<file path="config.mk">
export PLATFORM = sky130hd
export DESIGN_NAME = mips_mdu_iter
export DESIGN_NICKNAME = d
export VERILOG_FILES = /design/src/rtl/mips_mdu_pkg.sv /design/src/rtl/mips_mdu_step.sv /design/src/rtl/mips_mdu_iter.sv
export SDC_FILE = /design/constraint.sdc
export NUM_CORES = 1
export LEC_CHECK = 0
export BUFFER_PORTS_ARGS = -buffer_cell sky130_fd_sc_hd__buf_2
export CAP_MARGIN = 20
export CORE_MARGIN = 2
export CORE_UTILIZATION = 60
export DETAILED_ROUTE_END_ITERATION = 7
export PLACE_DENSITY = 0.82
export SETUP_SLACK_MARGIN = 0.02
export SYNTH_ARGS = -nofsm -noshare
export SYNTH_HDL_FRONTEND = slang
export SYNTH_SLANG_ARGS = --single-unit
</file>
<file path="constraint.sdc">
create_clock -name clk -period 5.42 [get_ports clk]
set_clock_uncertainty 0.2 [all_clocks]
set_input_delay 1.355 -clock clk [delete_from_list [all_inputs] [get_ports clk]]
set_output_delay 1.355 -clock clk [all_outputs]
set_load 0.01 [all_outputs]
</file>
<file path="src/rtl/mips_mdu_pkg.sv">
// Shared types for the iterative multiply/divide unit: operation codes and FSM states.
package mips_mdu_pkg;

  typedef enum logic [2:0] {
    OP_MULT  = 3'd0,
    OP_MULTU = 3'd1,
    OP_DIV   = 3'd2,
    OP_DIVU  = 3'd3,
    OP_MTHI  = 3'd4,
    OP_MTLO  = 3'd5
  } mdu_op_t;

  typedef enum logic [1:0] {
    IDLE = 2'd0,
    RUN  = 2'd1,
    DONE = 2'd2
  } mdu_state_t;

  // Operations that take the multi-cycle iteration path.
  function automatic logic is_run_op(input logic [2:0] op);
    return (op == OP_MULT) || (op == OP_MULTU) || (op == OP_DIV) || (op == OP_DIVU);
  endfunction

  function automatic logic is_div_op(input logic [2:0] op);
    return (op == OP_DIV) || (op == OP_DIVU);
  endfunction

endpackage

</file>
<file path="src/rtl/mips_mdu_step.sv">
// One iteration of the MDU datapath: shift-add multiply or restoring shift-subtract divide
// over the {acc, shreg} pair.
module mips_mdu_step
  import mips_mdu_pkg::*;
#(
  parameter int WIDTH = 32
) (
  input  logic             is_div,
  input  logic [WIDTH-1:0] acc,
  input  logic [WIDTH-1:0] shreg,
  input  logic [WIDTH-1:0] operand,
  output logic [WIDTH-1:0] acc_nxt,
  output logic [WIDTH-1:0] shreg_nxt
);

  logic [WIDTH:0]   sum;
  logic [WIDTH:0]   shifted;
  logic [WIDTH-1:0] diff;
  logic             ge;

  // Multiply consumes the multiplier LSB-first from shreg while product bits fill it from the top;
  // divide shifts dividend bits into acc and shifts quotient bits into shreg from the bottom.
  always_comb begin
    sum       = {1'b0, acc} + (shreg[0] ? {1'b0, operand} : '0);
    shifted   = {acc, shreg[WIDTH-1]};
    ge        = shifted >= {1'b0, operand};
    diff      = shifted[WIDTH-1:0] - operand;
    acc_nxt   = sum[WIDTH:1];
    shreg_nxt = {sum[0], shreg[WIDTH-1:1]};
    if (is_div) begin
      acc_nxt   = ge ? diff : shifted[WIDTH-1:0];
      shreg_nxt = {shreg[WIDTH-2:0], ge};
    end
  end

endmodule

</file>
<file path="src/rtl/mips_mdu_iter.sv">
// Iterative MULT/MULTU/DIV/DIVU unit with HI/LO registers, one bit per cycle.
// Define MIPS_MDU_SIGNED_EN to give MULT/DIV signed semantics; otherwise they act as MULTU/DIVU.
module mips_mdu_iter
  import mips_mdu_pkg::*;
#(
  parameter int WIDTH = 32
) (
  input  logic             clk,
  input  logic             reset,
  input  logic             start,
  input  logic [2:0]       op,
  input  logic [WIDTH-1:0] a,
  input  logic [WIDTH-1:0] b,
  output logic             busy,
  output logic             done,
  output logic             dbz,
  output logic [WIDTH-1:0] hi,
  output logic [WIDTH-1:0] lo
);

  localparam int CNT_W = $clog2(WIDTH);

  mdu_state_t       state, state_nxt;
  logic [CNT_W-1:0] cnt_q;
  logic [WIDTH-1:0] acc_q, shreg_q, operand_q;
  logic [WIDTH-1:0] acc_nxt, shreg_nxt;
  logic             is_div_q, bz_q;
  logic             accept, write_hi, write_lo;
  logic             run_op, div_op;
  logic [WIDTH-1:0] a_mag, b_mag;
  logic [2*WIDTH-1:0] prod, prod_fix;
  logic [WIDTH-1:0] quo_fix, rem_fix;

  assign run_op = is_run_op(op);
  assign div_op = is_div_op(op);
  assign prod   = {acc_nxt, shreg_nxt};
  assign busy   = (state == RUN);
  assign done   = (state == DONE);

  mips_mdu_step #(.WIDTH(WIDTH)) u_step (
    .is_div    (is_div_q),
    .acc       (acc_q),
    .shreg     (shreg_q),
    .operand   (operand_q),
    .acc_nxt   (acc_nxt),
    .shreg_nxt (shreg_nxt)
  );

`ifdef MIPS_MDU_SIGNED_EN
  logic signed_op, a_neg, b_neg, neg_res_q, neg_rem_q;

  assign signed_op = (op == OP_MULT) || (op == OP_DIV);
  assign a_neg     = signed_op & a[WIDTH-1];
  assign b_neg     = signed_op & b[WIDTH-1];
  assign a_mag     = a_neg ? -a : a;
  assign b_mag     = b_neg ? -b : b;
  assign prod_fix  = neg_res_q ? -prod : prod;
  assign quo_fix   = neg_res_q ? -shreg_nxt : shreg_nxt;
  assign rem_fix   = neg_rem_q ? -acc_nxt : acc_nxt;

  // Result signs are fixed at accept so the iteration itself stays purely unsigned.
  always_ff @(posedge clk) begin
    if (reset) begin
      neg_res_q <= 1'b0;
      neg_rem_q <= 1'b0;
    end else if (accept) begin
      neg_res_q <= a_neg ^ b_neg;
      neg_rem_q <= a_neg;
    end
  end
`else
  assign a_mag    = a;
  assign b_mag    = b;
  assign prod_fix = prod;
  assign quo_fix  = shreg_nxt;
  assign rem_fix  = acc_nxt;
`endif

  // DONE behaves like IDLE for new requests so back-to-back operations need no bubble.
  always_comb begin
    state_nxt = state;
    accept    = 1'b0;
    write_hi  = 1'b0;
    write_lo  = 1'b0;
    case (state)
      IDLE, DONE: begin
        if (state == DONE) state_nxt = IDLE;
        if (start) begin
          if (run_op) begin
            accept    = 1'b1;
            state_nxt = RUN;
          end else if (op == OP_MTHI) begin
            write_hi = 1'b1;
          end else if (op == OP_MTLO) begin
            write_lo = 1'b1;
          end
        end
      end
      RUN:     if (cnt_q == '0) state_nxt = DONE;
      default: state_nxt = IDLE;
    endcase
  end

  always_ff @(posedge clk) begin
    if (reset) begin
      state     <= IDLE;
      cnt_q     <= '0;
      acc_q     <= '0;
      shreg_q   <= '0;
      operand_q <= '0;
      is_div_q  <= 1'b0;
      bz_q      <= 1'b0;
      dbz       <= 1'b0;
      hi        <= '0;
      lo        <= '0;
    end else begin
      state <= state_nxt;
      if (accept) begin
        acc_q     <= '0;
        shreg_q   <= div_op ? a_mag : b_mag;
        operand_q <= div_op ? b_mag : a_mag;
        is_div_q  <= div_op;
        bz_q      <= div_op && (b == '0);
        cnt_q     <= CNT_W'(WIDTH - 1);
        dbz       <= 1'b0;
      end else if (state == RUN) begin
        acc_q   <= acc_nxt;
        shreg_q <= shreg_nxt;
        cnt_q   <= cnt_q - CNT_W'(1);
        // HI/LO only change on the final iteration edge, so MFHI/MFLO see old values during RUN.
        if (cnt_q == '0) begin
          dbz <= bz_q;
          if (is_div_q) begin
            hi <= rem_fix;
            lo <= bz_q ? '1 : quo_fix;
          end else begin
            hi <= prod_fix[2*WIDTH-1:WIDTH];
            lo <= prod_fix[WIDTH-1:0];
          end
        end
      end
      if (write_hi) hi <= a;
      if (write_lo) lo <= a;
    end
  end

endmodule

</file>
==> flow_summary.yaml <==
sta:
  setup_viol: 0
  grt_setup_unrepaired: "no"
  report.final.hold_viol_count: 0
  final_min_period_over_clock_period_pct: 81.1
  final_max_slew_viol_count: 0
  post-route-min-period_ns: 4.40
  worst_pin_slew_ns: 1.13
  tns_ns: 0
  max_slew_margin_pct: 24.7
  fmaxAchievable_ghz: 0.228
die:
  dieArea_sq_um: 21000
  die_width_microns: 145
  fp.dieH_microns: 145
  floorplan.initialDensity_pct: 61.2
  core.rowCount: 51
  num_io_pins: 137
  core_region_area_sq_um: 19500
power:
  power-per-cell-area_nw_per_um2: 280
  power_frac_comb_pct: 28.9
  flop_pwr_share_pct: 38.4
  cellLeakagePower_nw: 5.33
  worst_vdd_drop_v: 0.000216
  power_report.internal_total_mw: 2.35
  p_sw_mw: 1.34
  p_sw_share_pct: 36.3
  p_total_mw: 3.69
  clkPwrFrac_pct: 32.7
final_layout:
  layout.filler_cells: 1659
  final_nets: 1703
  layout.cells.most_common_list: "178 x sky130_fd_sc_hd__a21oi_1, 169 x sky130_fd_sc_hd__dfxtp_1, 147 x sky130_fd_sc_hd__nor2_1, 135 x sky130_fd_sc_hd__buf_2, 124 x sky130_fd_sc_hd__nand2_1"
  multi_input_comb_area_sq_um: 7890
  antenna_cells_inserted: 0
  drive_above_1_share_pct: 13.8
  regArea_sq_um: 3410
  syn_to_final_growth_pct: 10.7
  most_common_cell_after_layout_fill_and_taps_aside: "sky130_fd_sc_hd__a21oi_1"
clock_network:
  post_cts.resized_instances: 0
  cts.sink_count: 170
  clock-root-buffer: "sky130_fd_sc_hd__clkbuf_16"
  htree_levels: 4
  cts_tree: "yes"
  clockBufferDepth: 2
  postCtsSetupRepairBufs: 0
  cts_hold_buffers: 0
  tritoncts.num_buffers: 17
  clk_transition_reported_paths_ns: 0.07
  clk_latency_ns: 0.44
logic_synthesis:
  synthTopCellsByArea: "sky130_fd_sc_hd__dfxtp_1 29%, sky130_fd_sc_hd__a21oi_1 7.5%, sky130_fd_sc_hd__ha_1 6.9%"
  synth_top_family_by_area: "compound AO/OA/AOI/OAI gates"
  avgSynthCellArea_sq_um: 7.88
  post_synth_inst_count: 1510
  synth_compound_area_share_pct: 31.1
  syn_nets: 1648
  yosys_warnings: 0
  synthDistinctLibCells: 79
  yosys-mux-area-fraction_pct: 7.30
  postSynthRegisterBits: 170
  synth_ff_type: "sky130_fd_sc_hd__dfxtp_1"
  synth_adder_area_share_pct: 7.27
  synth_enable_flop_cells: 0
  async_flop_share_pct: 0
  synth_top_area_cell: "sky130_fd_sc_hd__dfxtp_1"
  netlist_area_sq_um: 11900
  post-synth-top-area-fraction_pct: 28.6
  synth_xor_area_share_pct: 4.19
  synth_seq_area_share_pct: 28.6
  synth_simple_gate_area_share_pct: 16.2
routing:
  routed_via_density: 6.72
  wl_per_cell_microns: 21.5
  firstDrtPassIters: 5
  detailroute.via_count: 12388
  drc_errors: 0
  dr.first_iter.drc_count: 1333
  antenna_left: 0
  wl_microns: 39600
worst_setup_path:
  critical_path.startpoint_type: "flip-flop"
  cp_cell_sequence: "buf_4 -> and2_1 -> ha_1 -> and3_1 -> nand4_1 -> a211oi_1 -> nor2_1 -> o31ai_1 -> nor2_1 -> o21ai_1 -> mux2_2 -> a211oi_1 -> a211oi_1"
  crit_path_top_delay_cell: "sky130_fd_sc_hd__dfxtp_1"
  critical_path.top_delay_family: "compound AO/OA/AOI/OAI gates"
  register_to_register_path_depth: 13
  rr_startpoint: "shreg_q[0]"
  regToRegEndpoint: "hi[30]"
  worst_path_depth: 13
  kind_of_end_point_of_the_critical_path: "flip-flop"
  crit_path_frequent_cell: "sky130_fd_sc_hd__a211oi_1"
  crit_fanout: 21
  critical_path.n_buffers_inverters: 1
  critPathKind: "flip-flop to flip-flop"
  cp_data_arrival_time_ns: 4.47
  critPathMaxStageDelay_ns: 0.66
  crit_required_ns: 5.50
  ff2ff_setup_slack_ns: 1.02
grt:
  grt_antenna_before_repair: 0
  grt.busiest_layer: "met2"
  groute.layer.met1.usage_pct: 54.4
  grt.total_usage_pct: 37.7
  use_met3_pct: 8.03
  global_route.usage.met2_pct: 55.8
  grt_max_degree: 107
  first_pass_grt_wire_length_microns: 61700
  global_route_total_overflow: 0
  first_global_vias: 11352
worst_hold_path:
  min_to: "lo[7]"
  worst_hold_path.num_cells: 2
  worstHoldPathType: "flip-flop to flip-flop"
  hold_start: "lo[7]"
run_status:
  status: "finished, final reports clean"
placed_design:
  detailed_place_hpwl_microns: 28000
  routabilityCongestion: 0.957
  portBuffers: 136
flow_run:
  timing.max_cap.violations: 0
[worst register-to-register path, delay by kind of cell (launching register included)]
kind,cells,cell delay [ns]
DFF,1,0.66
and+or+nand+nor,5,0.91
buffers and inverters,1,0.38
muxes,1,0.35
AOI/OAI and AO/OA,5,1.47
adders and majority gates,1,0.28
[metrics by stage]
step	hold slack [ns]	std cells	setup slack (ns)	util, %	instance area [sq um]
finish	0.287	1843	1.02	67.7	13200
global route	0.327	1843	0.942	67.7	13200
CTS	0.290	1843	1.20	67.7	13200
detailed placement	0.276	1811	1.24	64.8	12600
global placement	0.263	1811	1.17	64.8	12600
floorplan	0.245	1510	2.27	-	11900
[layer usage]
layer	part of all wire [%]	wire length, microns	vias to the layer above
li1	-	-	5682
met1	43	17000	5877
met2	43	17000	733
met3	11	4210	96
met4	3.2	1280	0
met5	0	0	-
[state kept, by name, indices dropped and copies added, names as in the netlist]
name and flops:
operand_q 32, shreg_q 32, dbz 1, bz_q 1, acc_q 32, lo 32, is_div_q 1, hi 32
cnt_q 5, state 2
[power by group through the flow]
stage	Sequential, mW	Clock [mW]	Combinational (mW)
final	1.42	1.21	1.07
after global routing	1.42	1.26	1.16
after CTS	1.41	1.21	1.04
after detailed placement	1.44	0	1.03
after global placement	1.44	0	1.02
after floorplan	1.42	0	0.748
[Yosys cell counts, drive strengths merged, types with 37 or more instances]
cell type  instances
nand2            124
dfxtp            170
a211oi            69
inv               47
clkbuf            87
nor2             150
ha                66
o211ai            47
o21ai             75
mux2i             82
xnor2             37
a21oi            181
[area by class of cell]
type                       instances  area share (%)
timing repair buffer             150            6.08
multi-input combinational       1178            59.8
sequential                       170            25.9
clock inverter                    14            1.02
inverter                          48            1.37
clock buffer                      18            3.33
tap                              265            2.52
[worst max-delay path by stage]
| stage | start | slack, ns | to |
|---|---|---|---|
| 2_1_floorplan | shreg_q[0] | 2.27 | hi[29] |
| 3_5_place_dp | shreg_q[0] | 1.24 | hi[30] |
| 4_1_cts | shreg_q[0] | 1.20 | hi[30] |
| 3_3_place_gp | shreg_q[0] | 1.17 | hi[30] |
| 6_report | shreg_q[0] | 1.02 | hi[30] |
| 5_1_grt | shreg_q[0] | 0.94 | hi[30] |
[cells by family after synthesis]
group                      count (synthesis)
muxes                                     86
xor gates and xnor gates                  57
AOI/OAI and AO/OA                        551
buffers and inverters                    162
and+or+nand+nor                          416
DFF                                      170
adders and majority gates                 68
No activity file was read; power rests on OpenSTA's default activity.
